<file path="src/rtl/uart_rx_64.sv">
// rtl/uart_rx_64.sv - 8N1 UART receiver that assembles eight bytes into one 64-bit word
// Flags bad stop bits and drops partial words left idle too long.
module uart_rx_64 #(
   parameter int CLK_F        = 40_000_000,
   parameter int UART_BPS     = 115200,
   parameter int CLK_GOAL     = CLK_F / UART_BPS,
   parameter int TIMEOUT_BITS = 20
) (
   input  logic        clk,
   input  logic        rst,
   input  logic        uart_rxd,
   output logic [63:0] data_out_64,
   output logic        data_out_done,
   output logic        frame_err,
   output logic        timeout_err,
   output logic        busy
);

   localparam int BW       = $clog2(CLK_GOAL);
   localparam int TO_LIMIT = TIMEOUT_BITS * CLK_GOAL;
   localparam int TW       = $clog2(TO_LIMIT + 1);

   localparam logic [BW-1:0] BAUD_LAST = BW'(CLK_GOAL - 1);
   localparam logic [BW-1:0] BAUD_HALF = BW'(CLK_GOAL / 2 - 1);
   localparam logic [TW-1:0] TO_LAST   = TW'(TO_LIMIT);

   typedef enum logic [2:0] {IDLE, START, DATA, STOP, WAIT_IDLE} state_t;

   state_t          state, state_n;
   logic            sync1, sync2, sync3;
   logic            rxd_s, fall;
   logic [BW-1:0]   baud_cnt, baud_n;
   logic [2:0]      bit_cnt, bit_n;
   logic            shift_en, byte_ok, byte_bad;
   logic [7:0]      rx_byte;
   logic [2:0]      byte_idx;
   logic [55:0]     word_reg;
   logic [TW-1:0]   to_cnt;
   logic            to_fire;

   // sync2 is the clean line value; sync3 only serves edge detection
   always_ff @(posedge clk or posedge rst) begin
      if (rst) begin
         sync1 <= 1'b1;
         sync2 <= 1'b1;
         sync3 <= 1'b1;
      end else begin
         sync1 <= uart_rxd;
         sync2 <= sync1;
         sync3 <= sync2;
      end
   end

   assign rxd_s = sync2;
   assign fall  = sync3 & ~sync2;

   always_ff @(posedge clk or posedge rst) begin
      if (rst) begin
         state    <= IDLE;
         baud_cnt <= '0;
         bit_cnt  <= '0;
      end else begin
         state    <= state_n;
         baud_cnt <= baud_n;
         bit_cnt  <= bit_n;
      end
   end

   always_comb begin
      state_n  = state;
      baud_n   = baud_cnt;
      bit_n    = bit_cnt;
      shift_en = 1'b0;
      byte_ok  = 1'b0;
      byte_bad = 1'b0;
      case (state)
         IDLE: begin
            if (fall) begin
               state_n = START;
               baud_n  = '0;
            end
         end
         START: begin
            if (baud_cnt == BAUD_HALF) begin
               baud_n  = '0;
               bit_n   = '0;
               state_n = rxd_s ? IDLE : DATA;
            end else begin
               baud_n = baud_cnt + BW'(1);
            end
         end
         DATA: begin
            if (baud_cnt == BAUD_LAST) begin
               baud_n   = '0;
               shift_en = 1'b1;
               bit_n    = bit_cnt + 3'd1;
               if (bit_cnt == 3'd7) state_n = STOP;
            end else begin
               baud_n = baud_cnt + BW'(1);
            end
         end
         STOP: begin
            // Return straight to IDLE so a back-to-back start bit is not missed
            if (baud_cnt == BAUD_LAST) begin
               baud_n = '0;
               if (rxd_s) begin
                  byte_ok = 1'b1;
                  state_n = IDLE;
               end else begin
                  byte_bad = 1'b1;
                  state_n  = WAIT_IDLE;
               end
            end else begin
               baud_n = baud_cnt + BW'(1);
            end
         end
         WAIT_IDLE: begin
            if (!rxd_s) begin
               baud_n = '0;
            end else if (baud_cnt == BAUD_LAST) begin
               baud_n  = '0;
               state_n = IDLE;
            end else begin
               baud_n = baud_cnt + BW'(1);
            end
         end
         default: state_n = IDLE;
      endcase
   end

   assign to_fire = (state == IDLE) && (byte_idx != 3'd0) && (to_cnt == TO_LAST);

   always_ff @(posedge clk or posedge rst) begin
      if (rst) begin
         rx_byte       <= '0;
         byte_idx      <= '0;
         word_reg      <= '0;
         to_cnt        <= '0;
         data_out_64   <= '0;
         data_out_done <= 1'b0;
         frame_err     <= 1'b0;
         timeout_err   <= 1'b0;
      end else begin
         data_out_done <= 1'b0;
         frame_err     <= 1'b0;
         timeout_err   <= 1'b0;

         if (shift_en) rx_byte <= {rxd_s, rx_byte[7:1]};

         if (state != IDLE || byte_idx == 3'd0 || to_fire) to_cnt <= '0;
         else                                            to_cnt <= to_cnt + TW'(1);

         // Timeout only fires in IDLE, byte_ok/byte_bad only in STOP: never together
         if (to_fire) begin
            timeout_err <= 1'b1;
            byte_idx    <= '0;
            word_reg    <= '0;
         end else if (byte_ok) begin
            if (byte_idx == 3'd7) begin
               data_out_64   <= {word_reg, rx_byte};
               data_out_done <= 1'b1;
            end
            word_reg <= {word_reg[47:0], rx_byte};
            byte_idx <= byte_idx + 3'd1;
         end else if (byte_bad) begin
            frame_err <= 1'b1;
            byte_idx  <= '0;
            word_reg  <= '0;
         end
      end
   end

   assign busy = (state != IDLE) || (byte_idx != 3'd0);

endmodule
</file>
<file path="config.mk">
export PLATFORM = sky130hd
export DESIGN_NAME = uart_rx_64
export DESIGN_NICKNAME = d
export VERILOG_FILES = /design/src/rtl/uart_rx_64.sv
export SDC_FILE = /design/constraint.sdc
export NUM_CORES = 1
export LEC_CHECK = 0
export ABC_CLOCK_PERIOD_IN_PS = 6000
export CAP_MARGIN = 20
export CORE_MARGIN = 2
export CORE_UTILIZATION = 45
export CTS_BUF_LIST = sky130_fd_sc_hd__clkbuf_8
export CTS_CLUSTER_DIAMETER = 40
export CTS_CLUSTER_SIZE = 24
export DETAILED_ROUTE_END_ITERATION = 7
export PLACE_DENSITY = 0.66
export SLEW_MARGIN = 10
export SYNTH_ARGS = -nofsm -noshare
export SYNTH_HDL_FRONTEND = slang
export SYNTH_SLANG_ARGS = --single-unit
</file>
<file path="constraint.sdc">
create_clock -name clk -period 6 [get_ports clk]
set_clock_uncertainty 0.2 [all_clocks]
set_input_delay 0.9 -clock clk [delete_from_list [all_inputs] [get_ports clk]]
set_output_delay 0.9 -clock clk [all_outputs]
set_load 0.01 [all_outputs]
</file>
==> results of run 1 <==
-- routing by layer --
layer | track usage (%) | vias to the layer above
met5 | 0 | -
met4 | 6.68 | 0
met3 | 4.04 | 14
met2 | 23.9 | 81
met1 | 24.2 | 2067
li1 | - | 1873
-- cell usage in the layout (no fill, tap or decap), drive strengths merged, types with 2 or more instances in the layout --
| master | Yosys | routed |
|---|---|---|
| a21o | 2 | 2 |
| a21oi | 3 | 3 |
| a22o | 60 | 60 |
| and3 | 2 | 2 |
| buf | 11 | 5 |
| clkbuf | 14 | 21 |
| clkdlybuf4s50 | 0 | 70 |
| clkinv | 0 | 3 |
| clkinvlp | 0 | 3 |
| dfrtp | 162 | 162 |
| dfstp | 3 | 3 |
| ha | 10 | 10 |
| inv | 20 | 24 |
| mux2 | 75 | 75 |
| nand2 | 11 | 11 |
| nand3 | 10 | 10 |
| nand3b | 3 | 3 |
| nand4b | 2 | 2 |
| nand4bb | 2 | 2 |
| nor2 | 23 | 23 |
| nor2b | 4 | 4 |
| nor3 | 7 | 7 |
| nor4 | 9 | 9 |
| o21a | 3 | 3 |
| o21ai | 8 | 8 |
| o221ai | 2 | 2 |
| o22ai | 7 | 7 |
| xnor2 | 11 | 11 |
| xor2 | 2 | 2 |
-- per-stage QoR --
step	area [µm²]	setup WS (ps)	hold WS, ps
finish	7860	2870	167
floorplan	6570	443	145
global placement	7440	2980	148
global route	7860	2680	172
CTS	7830	2880	169
detailed placement	7440	2900	157
-- worst max path at each step --
stage,startpoint,end,slack [ps],depth (start not counted)
6_report,baud_cnt[0],data_out_64[23],2870,8
5_1_grt,baud_cnt[0],data_out_64[43],2680,8
4_1_cts,baud_cnt[0],data_out_64[43],2880,8
3_5_place_dp,baud_cnt[0],data_out_64[43],2900,8
3_3_place_gp,rst,rx_byte[7],2980,3
2_1_floorplan,rst,baud_cnt[0],440,1
-- cell families after synthesis --
group / synth area share (%)
AOI/OAI and AO/OA: 10.9
xor gates and xnor gates: 1.73
adders and majority gates: 1.91
buffers and inverters: 2.74
DFF: 62.9
muxes: 12.9
and+or+nand+nor: 6.90
-- area by class of cell --
cell class,count,area (µm²),share of cell area (%)
Multi-Input combinational cell,269,2260,28.8
Sequential cell,165,4130,52.6
Timing Repair Buffer,75,758,9.65
Inverter,20,80.1,1.02
Clock inverter,11,100,1.27
Tap cell,184,230,2.93
Clock buffer,21,289,3.68
-- power by group --
| group | internal [mW] | switching [mW] | total, mW |
|---|---|---|---|
| logic | 0.0810 | 0.126 | 0.207 |
| registers | 1.13 | 0.0394 | 1.17 |
| clock network | 0.372 | 0.392 | 0.765 |
| total | 1.59 | 0.558 | 2.14 |
==> results.yml, run 1 <==
sta:
  rsz0062_at_grt: "no"
  period_minus_slack_ps: 3130
  drv_slew: 0
  setup_viol: 0
  tightestPinTransition_ps: 857
  max-slew-margin-rel_pct: 42.8
  tns_ps: 0
  fin_crit_sh_pct: 52.1
  fmax_mhz: 320
  hold_viol: 0
die:
  die_w_um: 125
  placeableCoreArea_um2: 14400
  chipHeight_um: 125
  top_level_ports: 71
  dieArea_um2: 15600
  initial_core_util_pct: 45.7
  row_count: 44
setup_path:
  cp_slowest_cell: "buf_4"
  cp_num_buf_inv: 3
  regToRegSetupSlack_ps: 2870
  cp-end-kind: "flip-flop"
  path_cells: "inv_1 -> ha_1 -> nand4b_1 -> nor4_4 -> buf_4 -> nand2_2 -> buf_4 -> mux2_1"
  worstReg2RegEnd: "data_out_64[23]"
  arrival_ps: 3260
  cp-start-kind: "flip-flop"
  reg2reg_depth: 8
  cp.required_ps: 6130
  reg2reg_from: "baud_cnt[0]"
  cp_common_cell: "buf_4"
  max_stage_delay_ps: 560
  cpLargestDelayFamily: "buffers and inverters"
  crit_fanout: 64
  path_class: "flip-flop to flip-flop"
power:
  powerDensity_nw_per_um2: 273
  irDropWorstVdd_uv: 149
  power_mw: 2.14
  power_leakage_nw: 3.75
cells_and_area:
  syn2layout_area_growth_pct: 19.6
  fin_cells: 745
  drive_above_1_share_pct: 10.5
  nFillCells: 1166
  largest_register_ffs: 64
  fin_util_pct: 54.7
  insertedDiodeCount: 0
  layout.nets: 561
route:
  vias: 4035
  drc_errors: 0
  wl_mm: 12.3
  wl_met3_um: 458
  met1_length_mm: 6.11
  vias_per_cell: 5.42
  postRouteAntennaNets: 0
  maxUsedRoutingLayer: "met4"
  drt-initial-drc-count: 260
  met2WireLength_mm: 5.55
  wire_per_inst_um: 16.5
  dr.pass1.iters: 4
synth:
  yosysTopAreaCell: "dfrtp_1"
  synth_enable_flop_cells: 0
  yosysMostFrequentCell: "dfrtp_1"
  netlist_top_cells_count: "162 x dfrtp_1, 60 x a22o_1, 60 x mux2_1"
  syn-num-nets: 492
  syn_area_per_cell_um2: 13.7
  synth.distinct_cells: 43
  syn_inst: 479
  synth-main-ff-cell: "dfrtp_1"
  syn_area_um2: 6570
  synthTopCellsByArea: "dfrtp_1 62%, mux2_1 10%, a22o_1 8.0%"
  async_flop_share_pct: 100
  yosys_warnings: 0
  netlist.area_leader.share_pct: 61.7
  seq_area_frac_synth_pct: 62.9
  synth-seq-cells: 165
min_path:
  holdCritStartpoint: "sync1"
  holdPathStages: 0
  hold_path_class: "flip-flop to flip-flop"
  min_to: "rxd_s"
clocking:
  cts_buffers: 17
  cts.sinks: 165
  hold_buffers: 0
  cts_root_buf: "clkbuf_8"
  cts_tree: "yes"
  clk_pin_slew_ps: 80
  h-tree-depth: 4
  post_cts_resized: 0
  insertion_delay_ps: 450
  clk_path_buf_depth: 2
  postCtsSetupBuffers: 0
placed_design:
  portBuffers: 70
  gp_congestion: 0.820
  dp.cells: 712
  dp_hpwl_mm: 7.93
global_routing:
  grt_pass1_wl_mm: 20.7
  grt_max_degree: 116
  grt_pass1_vias: 3959
  grt_util_all_layers_pct: 16.6
  grt_overflow_total: 0
  antenna_found_initial: 0
run:
  maxCapViolations: 0
run_status:
  status: "completed"
(Power assumes the default switching activity.)
==> inputs of run 2 (changes only) <==
- ABC_CLOCK_PERIOD_IN_PS: 6000 -> 2700
- PLACE_DENSITY: 0.66 -> 0.68
- clock period: 6 -> 2.7 ns (I/O delays scaled with it)
==> run 2 against run 1 <==
Net effect: critical path depth is 5 lower; sequential power is 120% higher; total power is 120% higher; via count is 0.35% higher; die area stayed put; first-iteration DRC count is 15% lower; sequential cell count stayed put; critical endpoint is now busy; largest cell class unchanged.
==> results.yml, run 2 (synthesis results as in run 1) <==
power:
  power_mw: 4.74
  irDropWorstVdd_uv: 307
  power_leakage_nw: 3.78
  p_switching_mw: 1.24
  swShare_pct: 26.2
  pwr-share-seq_pct: 55.0
  p_clk_share_pct: 35.4
  p_int_mw: 3.49
  powerDensity_nw_per_um2: 599
  comb_power_share_pct: 9.6
setup_path:
  reg2reg_depth: 7
  path_class: "flip-flop to primary output"
  regToRegSetupSlack_ps: 400
  reg2reg_from: "baud_cnt[0]"
  cp.required_ps: 2100
  cp-start-kind: "flip-flop"
  crit_fanout: 13
  arrival_ps: 1920
  worstReg2RegEnd: "byte_idx[0]"
  cp-end-kind: "primary output"
clocking:
  cts_tree: "yes"
  cts.sinks: 165
  hold_buffers: 0
  insertion_delay_ps: 440
  clk_pin_slew_ps: 80
  clk_path_buf_depth: 2
  cts_root_buf: "clkbuf_8"
  postCtsSetupBuffers: 0
  cts_buffers: 17
  post_cts_resized: 0
  h-tree-depth: 4
global_routing:
  grt_pass1_wl_mm: 20.7
  gr-usage-met3_pct: 3.82
  grt_max_degree: 108
  use_met1_pct: 23.1
  grt_overflow_total: 0
  antenna_found_initial: 0
  grtUsageMet2_pct: 25.1
  grt_util_all_layers_pct: 16.5
  grt.busiest_layer: "met2"
  grt_pass1_vias: 4087
sta:
  drv_slew: 0
  setup_viol: 0
  hold_slack_ps: 159
  tightestPinTransition_ps: 703
  hold_viol: 0
  fin_crit_sh_pct: 93.5
  fin_ws_ps: 176
  rsz0062_at_grt: "no"
  period_minus_slack_ps: 2520
  max-slew-margin-rel_pct: 53.2
  tns_ps: 0
  fmax_mhz: 396
placed_design:
  gp_congestion: 0.840
  portBuffers: 70
  dp_hpwl_mm: 7.94
  placed_area_um2: 7520
  dp.cells: 720
  dpl_worst_slack_ps: 395
die:
  row_count: 44
  top_level_ports: 71
  dieArea_um2: 15600
  initial_core_util_pct: 45.7
  chipHeight_um: 125
  placeableCoreArea_um2: 14400
  die_w_um: 125
route:
  vias_per_cell: 5.38
  postRouteAntennaNets: 0
  dr.pass1.iters: 4
  drc_errors: 0
  vias: 4049
  wl_mm: 12.1
  drt-initial-drc-count: 222
  wire_per_inst_um: 16.1
cells_and_area:
  insertedDiodeCount: 0
  layout.nets: 568
  drive_above_1_share_pct: 11.6
  fin_cells: 752
  final_common_cell: "dfrtp_1"
  nFillCells: 1186
  final_cell_mix: "162 x dfrtp_1, 70 x clkdlybuf4s50_1, 60 x a22o_1, 60 x mux2_1, 23 x nor2_1"
  fin_area_um2: 7900
  syn2layout_area_growth_pct: 20.3
  largest_register_ffs: 64
  fin_util_pct: 55.0
min_path:
  hold_path_class: "flip-flop to flip-flop"
  holdCritStartpoint: "sync1"
  min_to: "rxd_s"
  holdPathStages: 0
run:
  maxCapViolations: 0
run_status:
  status: "completed"
-- run 2: metal layers --
metal / part of all wire (%) / up-vias
met2: 46 / 76
met5: 0 / -
met3: 3.4 / 15
met1: 48 / 2069
li1: - / 1889
met4: 1.8 / 0
-- run 2: how the worst max path moves through the flow --
| stage | start | to | slack, ps |
|---|---|---|---|
| CTS | byte_idx[0] | busy | 140 |
| detailed placement | baud_cnt[0] | byte_idx[0] | 390 |
| global placement | baud_cnt[0] | byte_idx[0] | 430 |
| floorplan | rst | baud_cnt[0] | -1 |
| global route | state[2] | busy | 50 |
| finish | state[2] | busy | 180 |
-- run 2: final cells by class --
type	instances	area, µm²	share of cell area (%)
Sequential cell	165	4130	52.3
Timing Repair Buffer	82	816	10.3
Multi-Input combinational cell	269	2260	28.7
Inverter	20	78.8	0.998
Clock buffer	20	275	3.48
Clock inverter	12	104	1.31
Tap cell	184	230	2.91
-- run 2: critical path, cell delays in order (launching register included) --
cell and delay, ps:
dfrtp_1 510, nor2_1 310, nand3b_1 150, clkdlybuf4s50_1 500
-- run 2: power groups by stage --
stage,Clock (mW),Combinational (mW),Sequential [mW]
after floorplan,0,0.382,2.60
after global placement,0,0.447,2.65
after detailed placement,0,0.458,2.65
after CTS,1.71,0.462,2.60
after global routing,1.81,0.521,2.62
final,1.68,0.455,2.61
